`src/rtl/seq_alu_pkg.sv`:
```
// Shared types for seq_alu: opcodes, FSM state encoding, default width.
// No logic beyond a small opcode-classification helper.
// Backpressure: n/a.
package seq_alu_pkg;

  localparam int SEQ_ALU_W = 6;

  typedef enum logic [2:0] {
    OP_XANDOR = 3'd0,
    OP_SHR    = 3'd1,
    OP_SHL    = 3'd2,
    OP_ADD    = 3'd3,
    OP_SUB    = 3'd4,
    OP_AND    = 3'd5,
    OP_OR     = 3'd6,
    OP_XOR    = 3'd7
  } op_e;

  typedef enum logic [1:0] {
    ST_IDLE  = 2'd0,
    ST_SHIFT = 2'd1,
    ST_DONE  = 2'd2
  } state_e;

  function automatic logic is_shift(input logic [2:0] op);
    return (op == OP_SHR) || (op == OP_SHL);
  endfunction

endpackage

```
`src/rtl/alu_core.sv`:
```
// Combinational result and carry/borrow for all non-shift opcodes.
// Latency: 0 (pure combinational).
// Backpressure: none; the caller registers the outputs.
module alu_core
  import seq_alu_pkg::*;
#(
  parameter int W = SEQ_ALU_W
) (
  input  logic [W-1:0] a,
  input  logic [W-1:0] b,
  input  logic [2:0]   op,
  output logic [W-1:0] r,
  output logic         cf
);

  logic [W:0] sum;
  logic [W:0] diff;

  // The extra top bit is carry-out for add and borrow (a < b) for subtract.
  assign sum  = {1'b0, a} + {1'b0, b};
  assign diff = {1'b0, a} - {1'b0, b};

  always_comb begin
    r  = '0;
    cf = 1'b0;
    case (op)
      OP_XANDOR: r = (a ^ b) & (a | b);
      OP_ADD:    {cf, r} = sum;
      OP_SUB:    {cf, r} = diff;
      OP_AND:    r = a & b;
      OP_OR:     r = a | b;
      OP_XOR:    r = a ^ b;
      default:   r = '0;
    endcase
  end

endmodule

```
`src/rtl/seq_alu.sv`:
```
// Sequential ALU: one-cycle logic/arith ops, bit-serial shifts (one bit per cycle).
// Latency: 1 cycle for non-shift ops, shamt+1 cycles for SHR/SHL.
// Backpressure: result held in DONE until out_ready; no new op accepted until IDLE.
module seq_alu
  import seq_alu_pkg::*;
#(
  parameter  int W  = SEQ_ALU_W,
  localparam int SW = $clog2(W)
) (
  input  logic         clk,
  input  logic         rst_n,
  input  logic         in_valid,
  output logic         in_ready,
  input  logic [W-1:0] A,
  input  logic [W-1:0] B,
  input  logic [2:0]   OP,
  output logic         out_valid,
  input  logic         out_ready,
  output logic [W-1:0] R,
  output logic         CF,
  output logic         SF,
  output logic         ZF,
  output logic         busy
);

  localparam logic [1:0] IDLE  = ST_IDLE;
  localparam logic [1:0] SHIFT = ST_SHIFT;
  localparam logic [1:0] DONE  = ST_DONE;

  logic [1:0]    state;
  logic [W-1:0]  r_q;
  logic          cf_q;
  logic [SW-1:0] cnt_q;
  logic          shl_q;
  logic          live_q;
  logic [W-1:0]  core_r;
  logic          core_cf;
  logic [SW-1:0] shamt;
  logic          accept;

  alu_core #(.W(W)) u_core (
    .a  (A),
    .b  (B),
    .op (OP),
    .r  (core_r),
    .cf (core_cf)
  );

  assign shamt  = B[SW-1:0];
  // live_q keeps in_ready low through reset and until the first edge after release.
  assign in_ready  = live_q && (state == IDLE);
  assign accept    = in_valid && in_ready;
  assign out_valid = (state == DONE);
  assign busy      = (state != IDLE);
  assign R  = r_q;
  assign CF = cf_q;
  assign SF = r_q[W-1];
  assign ZF = (r_q == '0);

  always_ff @(posedge clk or negedge rst_n) begin
    if (!rst_n) begin
      state  <= IDLE;
      r_q    <= '0;
      cf_q   <= 1'b0;
      cnt_q  <= '0;
      shl_q  <= 1'b0;
      live_q <= 1'b0;
    end else begin
      live_q <= 1'b1;
      case (state)
        IDLE: begin
          if (accept) begin
            if (is_shift(OP)) begin
              r_q   <= A;
              cf_q  <= 1'b0;
              cnt_q <= shamt;
              shl_q <= (OP == OP_SHL);
              // A zero shift amount skips SHIFT entirely to keep latency at 1.
              state <= (shamt == '0) ? DONE : SHIFT;
            end else begin
              r_q   <= core_r;
              cf_q  <= core_cf;
              state <= DONE;
            end
          end
        end
        SHIFT: begin
          if (shl_q) begin
            {cf_q, r_q} <= {r_q, 1'b0};
          end else begin
            {r_q, cf_q} <= {1'b0, r_q};
          end
          cnt_q <= cnt_q - SW'(1);
          if (cnt_q == SW'(1)) begin
            state <= DONE;
          end
        end
        DONE: begin
          if (out_ready) begin
            state <= IDLE;
          end
        end
        default: state <= IDLE;
      endcase
    end
  end

endmodule

```
`config.mk`:
```
export PLATFORM = sky130hd
export DESIGN_NAME = seq_alu
export DESIGN_NICKNAME = d
export VERILOG_FILES = /design/src/rtl/seq_alu_pkg.sv /design/src/rtl/alu_core.sv /design/src/rtl/seq_alu.sv
export SDC_FILE = /design/constraint.sdc
export NUM_CORES = 1
export LEC_CHECK = 0
export ABC_AREA = 0
export CORE_UTILIZATION = 45
export DETAILED_ROUTE_END_ITERATION = 10
export PLACE_DENSITY = 0.73
export SLEW_MARGIN = 20
export SYNTH_ARGS = -nofsm -noshare
export SYNTH_HDL_FRONTEND = slang
export SYNTH_SLANG_ARGS = --single-unit
```
`constraint.sdc`:
```
create_clock -name clk -period 1.6 [get_ports clk]
set_input_delay 0.32 -clock clk [delete_from_list [all_inputs] [get_ports clk]]
set_output_delay 0.32 -clock clk [all_outputs]
set_load 0.01 [all_outputs]
```
==> Word level (Yosys, flattened, before mapping) <==
Cells that the tools add are included.
{ "word_totals": {"reg_bits": 14, "latch_bits": 0, "ram_bits": 0, "mem_bits_ro": 0, "word_cells": 59, "n_memories": 0} }
{ "op_classes": {"addsub": 3, "mul": 0, "div": 0, "order_cmp": 0, "eq_ne": 14, "shift": 0, "muxes": 19, "n_bitwise": 4, "n_reduce_logical": 13} }
{ "ops": {"columns": ["cell", "count"], "rows": [
  ["$pmux 6 s6", 1],
  ["$mux 6", 3],
  ["$and 6x6->6", 2],
  ["$eq 3x3->1 const B", 4],
  ["$pmux 6 s2", 1],
  ["$mux 2", 5],
  ["$reduce_and 3->1", 3],
  ["$add 6x6->7", 1],
  ["$sub 6x6->7", 1],
  ["$eq 3x1->1 const B", 2],
  ["$eq 3x2->1 const B", 2],
  ["$logic_not 3->1", 2],
  ["$logic_not 6->1", 1],
  ["$mux 3", 2],
  ["$or 6x6->6", 1],
  ["$pmux 2 s3", 1],
  ["$pmux 3 s2", 1],
  ["$xor 6x6->6", 1],
  ["$ne 2x1->1 const B", 2],
  ["$ne 2x2->1 const B", 2],
  ["$pmux 1 s2", 2],
  ["$reduce_bool 2->1", 2],
  ["$mux 1", 3],
  ["$sub 3x1->3 const B", 1],
  ["other kinds (6)", 7]
]} }

==> Depth between registers and ports, before layout <==
Gate-level depths: netlist of run 1.
{ "depth": {"word_depth": 6, "depth_mapped": 9, "depth_no_buf": 9} }

==> By module <==
Synthesis of run 1 repeated with hierarchy kept, for this count alone.
{ "hier_totals": {"hier_cells": 229, "area_unflattened_um2": 1810.5} }
{ "modules_own_cells": {"columns": ["module", "n_inst", "cells_per_inst", "area_each_um2", "seq_area_each_um2"], "rows": [
  ["seq_alu", 1, 107, 910.9, 350.3],
  ["alu_core", 1, 122, 899.6, 0.0]
]} }

==> Worst setup path before layout of run 1 <==
OpenSTA, ideal clock, no wires.
{ "synth_timing": {"path_kind": "input to register", "start": "input A[0]", "end": "register r_q[4] (netlist: R[4])", "setup_ps": 131, "t_arrival_ps": 1940, "t_required_ps": 1469, "slack_ps": -472, "path_stages": 7, "path_buffers": 0, "cell_sequence": "ha_1 fa_1 a211oi_2 nor4_1 a311o_1 a2111oi_2 o21ai_1"} }
{ "synth_between": {"elab_chain_len": 5, "elab_cells_between_ends": 6, "cone_classes": "add/sub: 2; mux: 4"} }
{ "synth_lines": {"columns": ["element", "line_no", "rtl"], "rows": [
  ["from (decl)", "seq_alu.sv:14", "input logic [W-1:0] A,"],
  ["$sub 6x6->7 / $add 6x6->7 (equally long branches)", "alu_core.sv:21, alu_core.sv:20", null],
  ["$pmux 6 s6 *", "alu_core.sv:26", "case (op)"],
  ["$mux 6 *", "seq_alu.sv:73", "if (is_shift(OP)) begin"],
  ["$mux 6 *", "seq_alu.sv:72", "if (accept) begin"],
  ["$pmux 6 s2 *", "seq_alu.sv:70", "case (state)"],
  ["to (signal assigned)", "seq_alu.sv:81", "r_q <= core_r;"],
  ["to (signal assigned)", "seq_alu.sv:89", "{cf_q, r_q} <= {r_q, 1'b0};"],
  ["to (signal assigned)", "seq_alu.sv:91", "{r_q, cf_q} <= {1'b0, r_q};"],
  ["to (decl)", "seq_alu.sv:31", "logic [W-1:0] r_q;"]
]} }
Every way passes the cells marked *; elsewhere a longest branch is shown, timed or not. The select of a mux whose other input is x is not followed.
A chain may end at the register's enable or synchronous reset.

==> Final worst setup path of run 1 <==
{ "layout_timing": {"start": "input B[0]", "end": "register r_q[4] (netlist: R[4])"} }
{ "layout_between": {"elab_chain_len": 5, "elab_cells_between_ends": 6, "cone_classes": "add/sub: 2; mux: 4"} }
{ "layout_lines": {"columns": ["element", "line_no", "rtl"], "rows": [
  ["from (decl)", "seq_alu.sv:15", "input logic [W-1:0] B,"],
  ["$sub 6x6->7 / $add 6x6->7 (equally long branches)", "alu_core.sv:21, alu_core.sv:20", null],
  ["$pmux 6 s6 *", "alu_core.sv:26", null],
  ["$mux 6 *", "seq_alu.sv:73", null],
  ["$mux 6 *", "seq_alu.sv:72", null],
  ["$pmux 6 s2 *", "seq_alu.sv:70", null]
]} }
Marks and branches as above.

==> flow_summary.yaml, run 1 <==
hold_path:
  classification_of_the_worst_slack_hold_path: "input pin to asynchronous set/reset pin"
global_routing:
  grt_start_max_net_pins: 15
  number_of_global_route_vias_before_repair: 2299
  grt_pass1_wl_um: 11100
  globalRouteOverflowTotal: 0
  grt_antenna_before_repair: 0
  gr-usage-all-layers_pct: 33.5
die:
  pin_count: 31
  core_mm2: 0.00377
  floorplan.die_area_mm2: 0.00428
  die-width_um: 65.4
  initial_utilization_pct: 48.0
  std_cell_rows: 22
  dieHeight_um: 65.4
power:
  vdd_ir_drop_max_uv: 345
  clock_network_fraction_of_total_power_pct: 12.1
  seqPwrFrac_pct: 20.5
  combinationalPowerShare_pct: 67.4
  switching_power_mw: 1.23
  power.internal_mw: 1.70
  power_density_mw_per_mm2: 943
  sw_frac_of_total_pct: 41.9
  total_leakage_power_nw: 1.50
timing:
  final_critical_path_setup_slack_ns: -0.322
  finalHoldViolations: 0
  finalSetupViolCount: 6
  setup_tns_after_final_layout_ns: -1.32
  min_period_ns: 1.92
  achievable-frequency_mhz: 520
  min_period_over_period_pct: 120
  clock_skew_ns: 0.000732
  slew_violations: 0
  rsz0062_at_grt: "yes"
cts:
  cts_tree: "built"
  clk_transition_reported_paths_ns: 0.06
  cts_hold_buf: 0
  cts_root_buf: "clkbuf_8"
  cts_sink_count: 14
  cts-buffers-inserted: 3
  htree_levels: 1
  worst_skew_pair.late_latency_ns: 0.25
  cts_buffer_depth: 2
cells_and_area:
  layout-drive-gt1-share_pct: 45.3
  final.fill_count: 231
  finalNetCount: 381
  mostFrequentLayoutCells: "80 x buf_4, 20 x a21oi_1, 14 x dfrtp_1"
  area.growth.synth_to_final_pct: 71.5
  layout.cells.most_common: "buf_4"
  instances_no_fill: 386
  antenna-diode-count: 0
  final_core_util_pct: 82.3
yosys:
  synth.net_count: 274
  yosys_warnings: 0
  synth_area_mm2: 0.00181
  postSynth.asyncResetShare_pct: 100
  sequential_share_of_the_synthesized_area_pct: 19.4
  dominantRegCellSynth: "dfrtp_1"
  mean_instance_size_in_the_synthesized_netlist_um2: 7.80
  syn_inst: 232
  synth-edff-count: 0
  synth.ff_latch_count: 14
  ys_types: 52
route:
  initial_drt_markers: 300
  detailroute.via_count: 2343
  post-route-drc-count: 0
  drt.antenna.violating_nets: 0
  route.detailed.wl_per_inst_um: 18.3
  first_drt_pass_iteration_count: 6
  via_per_inst: 6.07
  drt-total-wl_um: 7070
setup_path:
  worst-endpoint-required_ns: 1.73
  critical_path_arrival_ns: 2.05
  number_of_buffers_and_inverters_on_the_critical_path: 1
  criticalPathCategory: "input pin to flip-flop"
  critical_path_cell_sequence: "buf_8 -> ha_4 -> fa_2 -> a211oi_2 -> nor4_1 -> a311o_1 -> a2111oi_4 -> o21ai_1"
  reg2reg_setup_slack_ns: 0.03
  critical_path.slowest_cell: "fa_2"
  worstSetupStartpointType: "input pin"
  critical_path.max_stage_delay_ns: 0.36
  worst_reg2reg_startpoint: "state[0]$_DFFE_PN0P_"
  cp_top_family: "compound AO/OA/AOI/OAI gates"
  cp_max_fo: 3
  reg2reg_to: "R[5]$_DFFE_PN0P_"
  crit_path_end_kind: "flip-flop"
  timing.reg2reg.worst_path_depth: 6
placed_design:
  post-dp-hpwl_um: 4490
  dp.cells: 368
  final_weighted_congestion_of_routability_driven_global_placement: 0.971
  post-place-ws_ns: -1.05
  place.port_buffers: 30
flow_run:
  max-cap-violations: 0
outcome:
  outcome: "finished with violations"
  failing_checks: "setup timing"
[per-stage QoR]
stage	total power, mW	hold slack [ns]	area, µm²
floorplan	1.45	0.0244	1860
global placement	2.27	0.556	2690
detailed placement	2.32	0.582	2690
CTS	2.79	0.398	3020
global route	3.11	0.409	3100
finish	2.93	0.388	3100
[sequential cells by signal (all words and copies together), names as in the netlist]
register	flops
state	2
cnt_q	3
R	6
CF	1
shl_q	1
live_q	1
[power groups by stage]
stage,Clock [mW],Sequential [mW],Combinational (mW)
2_1_floorplan,0,0.674,0.774
3_3_place_gp,0,0.591,1.68
3_5_place_dp,0,0.598,1.72
4_1_cts,0.351,0.596,1.85
5_1_grt,0.385,0.613,2.11
6_report,0.355,0.600,1.97
[how the worst max path moves through the flow]
stage               start  cells after the start  slack, ns                to
finish               B[0]                      8      -0.32  R[4]$_DFFE_PN0P_
CTS                  B[0]                      8      -0.28  R[4]$_DFFE_PN0P_
floorplan            A[0]                      7      -0.35  R[4]$_DFFE_PN0P_
global placement     B[0]                     10      -1.01    CF$_DFFE_PN0P_
detailed placement   A[0]                     11      -1.05  R[4]$_DFFE_PN0P_
global route         A[0]                     11      -0.39  R[4]$_DFFE_PN0P_
[synthesized netlist by cell type (2+ instances only)]
master | instances | area, µm²
and2_1 | 3 | 18.8
nor2_1 | 13 | 48.8
a21oi_1 | 20 | 100
buf_1 | 2 | 7.51
o311ai_0 | 2 | 17.5
o311ai_1 | 3 | 26.3
buf_2 | 5 | 25.0
o221ai_1 | 4 | 35.0
and3_1 | 2 | 12.5
ha_1 | 21 | 263
buf_4 | 3 | 22.5
nand2_1 | 12 | 45.0
clkbuf_1 | 5 | 18.8
nor3_1 | 7 | 35.0
o211ai_1 | 3 | 22.5
inv_1 | 24 | 90.1
mux2i_1 | 9 | 90.1
nand3_1 | 5 | 25.0
fa_1 | 2 | 40.0
o21ai_0 | 11 | 55.1
a31oi_1 | 5 | 31.3
o22ai_1 | 4 | 25.0
o31ai_1 | 4 | 30.0
nor2b_1 | 8 | 50.1
nand4_1 | 2 | 12.5
or4_1 | 3 | 22.5
nand2b_1 | 7 | 43.8
o21ai_1 | 5 | 25.0
a211oi_1 | 2 | 15.0
dfrtp_1 | 14 | 350
[repair_timing]
item / in CTS / in global routing
resized for setup: 88 / 26
endpoints found under the hold margin: 0 / 0
cloned: 0 / 0
setup endpoints to repair: 16 / 14
setup buffers: 14 / 1
pin swaps: 29 / 14
[cell families after synthesis]
logic type	count (synthesis)	synth area share, %
fa+ha+maj	23	16.7
buf+inv	39	9.05
flops	14	19.4
simple gates	68	20.3
compound gates	77	28.7
mux	10	5.60
other cells	1	0.207
[cell type report]
| cell class | count | area, µm² | area share (%) |
|---|---|---|---|
| flip-flops and latches | 14 | 350 | 11.3 |
| repair buffers | 117 | 972 | 31.3 |
| inverters | 24 | 103 | 3.31 |
| multi-input cells | 179 | 1560 | 50.4 |
| clock buffers | 4 | 55.1 | 1.77 |
| well taps | 48 | 60.1 | 1.93 |
[routing by layer]
metal | vias up | routed length [µm] | GRT usage [%]
li1 | 1061 | - | -
met1 | 1116 | 2760 | 40.7
met2 | 142 | 3720 | 61.7
met3 | 24 | 420 | 3.47
met4 | 0 | 178 | 8.97
met5 | - | 0 | 0
Note: power is estimated with default switching activity, not from simulation.
==> run 2, diff against run 1 <==
--- a/config.mk
+++ b/config.mk
@@ -9,6 +9,7 @@
 export CORE_UTILIZATION = 45
 export DETAILED_ROUTE_END_ITERATION = 10
 export PLACE_DENSITY = 0.73
+export RECOVER_POWER = 50
 export SLEW_MARGIN = 20
 export SYNTH_ARGS = -nofsm -noshare
 export SYNTH_HDL_FRONTEND = slang
==> flow_summary.yaml, run 2 (synthesis gave the netlist of run 1 again) <==
cells_and_area:
  largest_reg_flops: 6
  layout.area.seq_um2: 350
  final.fill_count: 235
  final_core_util_pct: 82.1
  antenna-diode-count: 0
  instances_no_fill: 386
  mostFrequentLayoutCells: "79 x buf_4, 20 x a21oi_1, 14 x dfrtp_1"
  finalNetCount: 381
  layout-drive-gt1-share_pct: 45.0
  finish.instance_area_mm2: 0.00310
  layout.cells.most_common: "buf_4"
  multi_input_area_mm2: 0.00156
  area.growth.synth_to_final_pct: 71.0
die:
  std_cell_rows: 22
  dieHeight_um: 65.4
  initial_utilization_pct: 48.0
  floorplan.die_area_mm2: 0.00428
  core_mm2: 0.00377
  pin_count: 31
  die-width_um: 65.4
timing:
  finalSetupViolCount: 6
  slew_violations: 0
  min_period_ns: 1.92
  achievable-frequency_mhz: 521
  finalHoldViolations: 0
  max-slew-margin-rel_pct: 46.7
  final_critical_path_setup_slack_ns: -0.320
  hold_slack_ns: 0.603
  min_period_over_period_pct: 120
  setup_tns_after_final_layout_ns: -1.29
  measured_slew_at_the_worst_slew_check_pin_ns: 0.800
  clock_skew_ns: 0.00101
  rsz0062_at_grt: "yes"
route:
  detailroute.via_count: 2327
  drt.antenna.violating_nets: 0
  post-route-drc-count: 0
  initial_drt_markers: 300
  drt-total-wl_um: 7070
  via_per_inst: 6.03
  route.detailed.wl_per_inst_um: 18.3
  first_drt_pass_iteration_count: 5
power:
  vdd_ir_drop_max_uv: 345
  total_leakage_power_nw: 1.48
  power_density_mw_per_mm2: 945
cts:
  cts_root_buf: "clkbuf_8"
  cts_hold_buf: 0
  cts-buffers-inserted: 3
  worst_skew_pair.late_latency_ns: 0.25
  cts_buffer_depth: 2
  clk_transition_reported_paths_ns: 0.06
  cts_tree: "built"
  htree_levels: 1
  cts_sink_count: 14
outcome:
  failing_checks: "setup timing"
  outcome: "finished with violations"
placed_design:
  final_weighted_congestion_of_routability_driven_global_placement: 0.971
  post-dp-hpwl_um: 4490
  dpl-instance-area_mm2: 0.00269
  dp.cells: 368
  place.port_buffers: 30
hold_path:
  classification_of_the_worst_slack_hold_path: "flip-flop to flip-flop"
global_routing:
  globalRouteOverflowTotal: 0
  grt_start_max_net_pins: 15
  grt_antenna_before_repair: 0
  grt_pass1_wl_um: 11100
  gr-usage-all-layers_pct: 33.5
  number_of_global_route_vias_before_repair: 2299
setup_path:
  worst-endpoint-required_ns: 1.73
  cp_max_fo: 3
  worstSetupStartpointType: "input pin"
  crit_path_end_kind: "flip-flop"
  reg2reg_setup_slack_ns: 0.03
  critical_path_arrival_ns: 2.05
  criticalPathCategory: "input pin to flip-flop"
flow_run:
  max-cap-violations: 0
run 2: cell count changes in the layout (fill, tap and decap cells not counted):
| cell | change |
|---|---|
| dlymetal6s2s_1 | -2 |
| clkdlybuf4s25_1 | +2 |
| dlygate4sd3_1 | +1 |
| clkbuf_1 | +1 |
| clkdlybuf4s50_1 | -1 |
| buf_4 | -1 |
run 2: metrics by stage:
step | power [mW] | setup WS [ns]
finish | 2.92 | -0.320
global route | 3.10 | -0.395
CTS | 2.79 | -0.284
detailed placement | 2.32 | -1.05
global placement | 2.27 | -1.01
floorplan | 1.45 | -0.353
run 2: power by group:
| part | switching, mW | total [mW] | internal [mW] |
|---|---|---|---|
| combinational | 0.992 | 1.97 | 0.977 |
| sequential | 0.0982 | 0.599 | 0.501 |
| clock | 0.137 | 0.355 | 0.218 |
run 2: critical path: stages:
cell,delay (ns)
buf_8,0.11
ha_4,0.15
fa_2,0.36
a211oi_2,0.28
nor4_1,0.10
a311o_1,0.31
a2111oi_4,0.31
o21ai_1,0.11
run 2: what timing repair did:
| action | 4_1_cts | 5_1_grt |
|---|---|---|
| endpoints found under the setup margin | 16 | 14 |
| cloned | 0 | 0 |
| pin swaps | 29 | 14 |
| buffers inserted | 14 | 1 |
| gates resized for setup | 88 | 26 |
run 2: metal layers:
| metal | vias up | GRT usage [%] | wire, µm |
|---|---|---|---|
| met3 | 22 | 3.47 | 440 |
| li1 | 1059 | - | - |
| met5 | - | 0 | 0 |
| met2 | 136 | 61.7 | 3730 |
| met4 | 0 | 8.97 | 165 |
| met1 | 1110 | 40.7 | 2740 |
run 2: final timing paths:
path / from / endpoint / cells after the start
min: cnt_q[1]$_DFFE_PN0P_ / cnt_q[1]$_DFFE_PN0P_ / 2
max reg2reg: state[0]$_DFFE_PN0P_ / R[5]$_DFFE_PN0P_ / 6
max in group asynchronous: rst_n / state[0]$_DFFE_PN0P_ / 2
max: B[0] / R[4]$_DFFE_PN0P_ / 8
min in group asynchronous: rst_n / R[3]$_DFFE_PN0P_ / 2
min reg2reg: cnt_q[1]$_DFFE_PN0P_ / cnt_q[1]$_DFFE_PN0P_ / 2
run 2: area by class of cell:
class	count	area share (%)
well taps	48	1.94
repair buffers	117	31.1
multi-input cells	179	50.5
inverters	24	3.31
flip-flops and latches	14	11.3
clock buffers	4	1.78
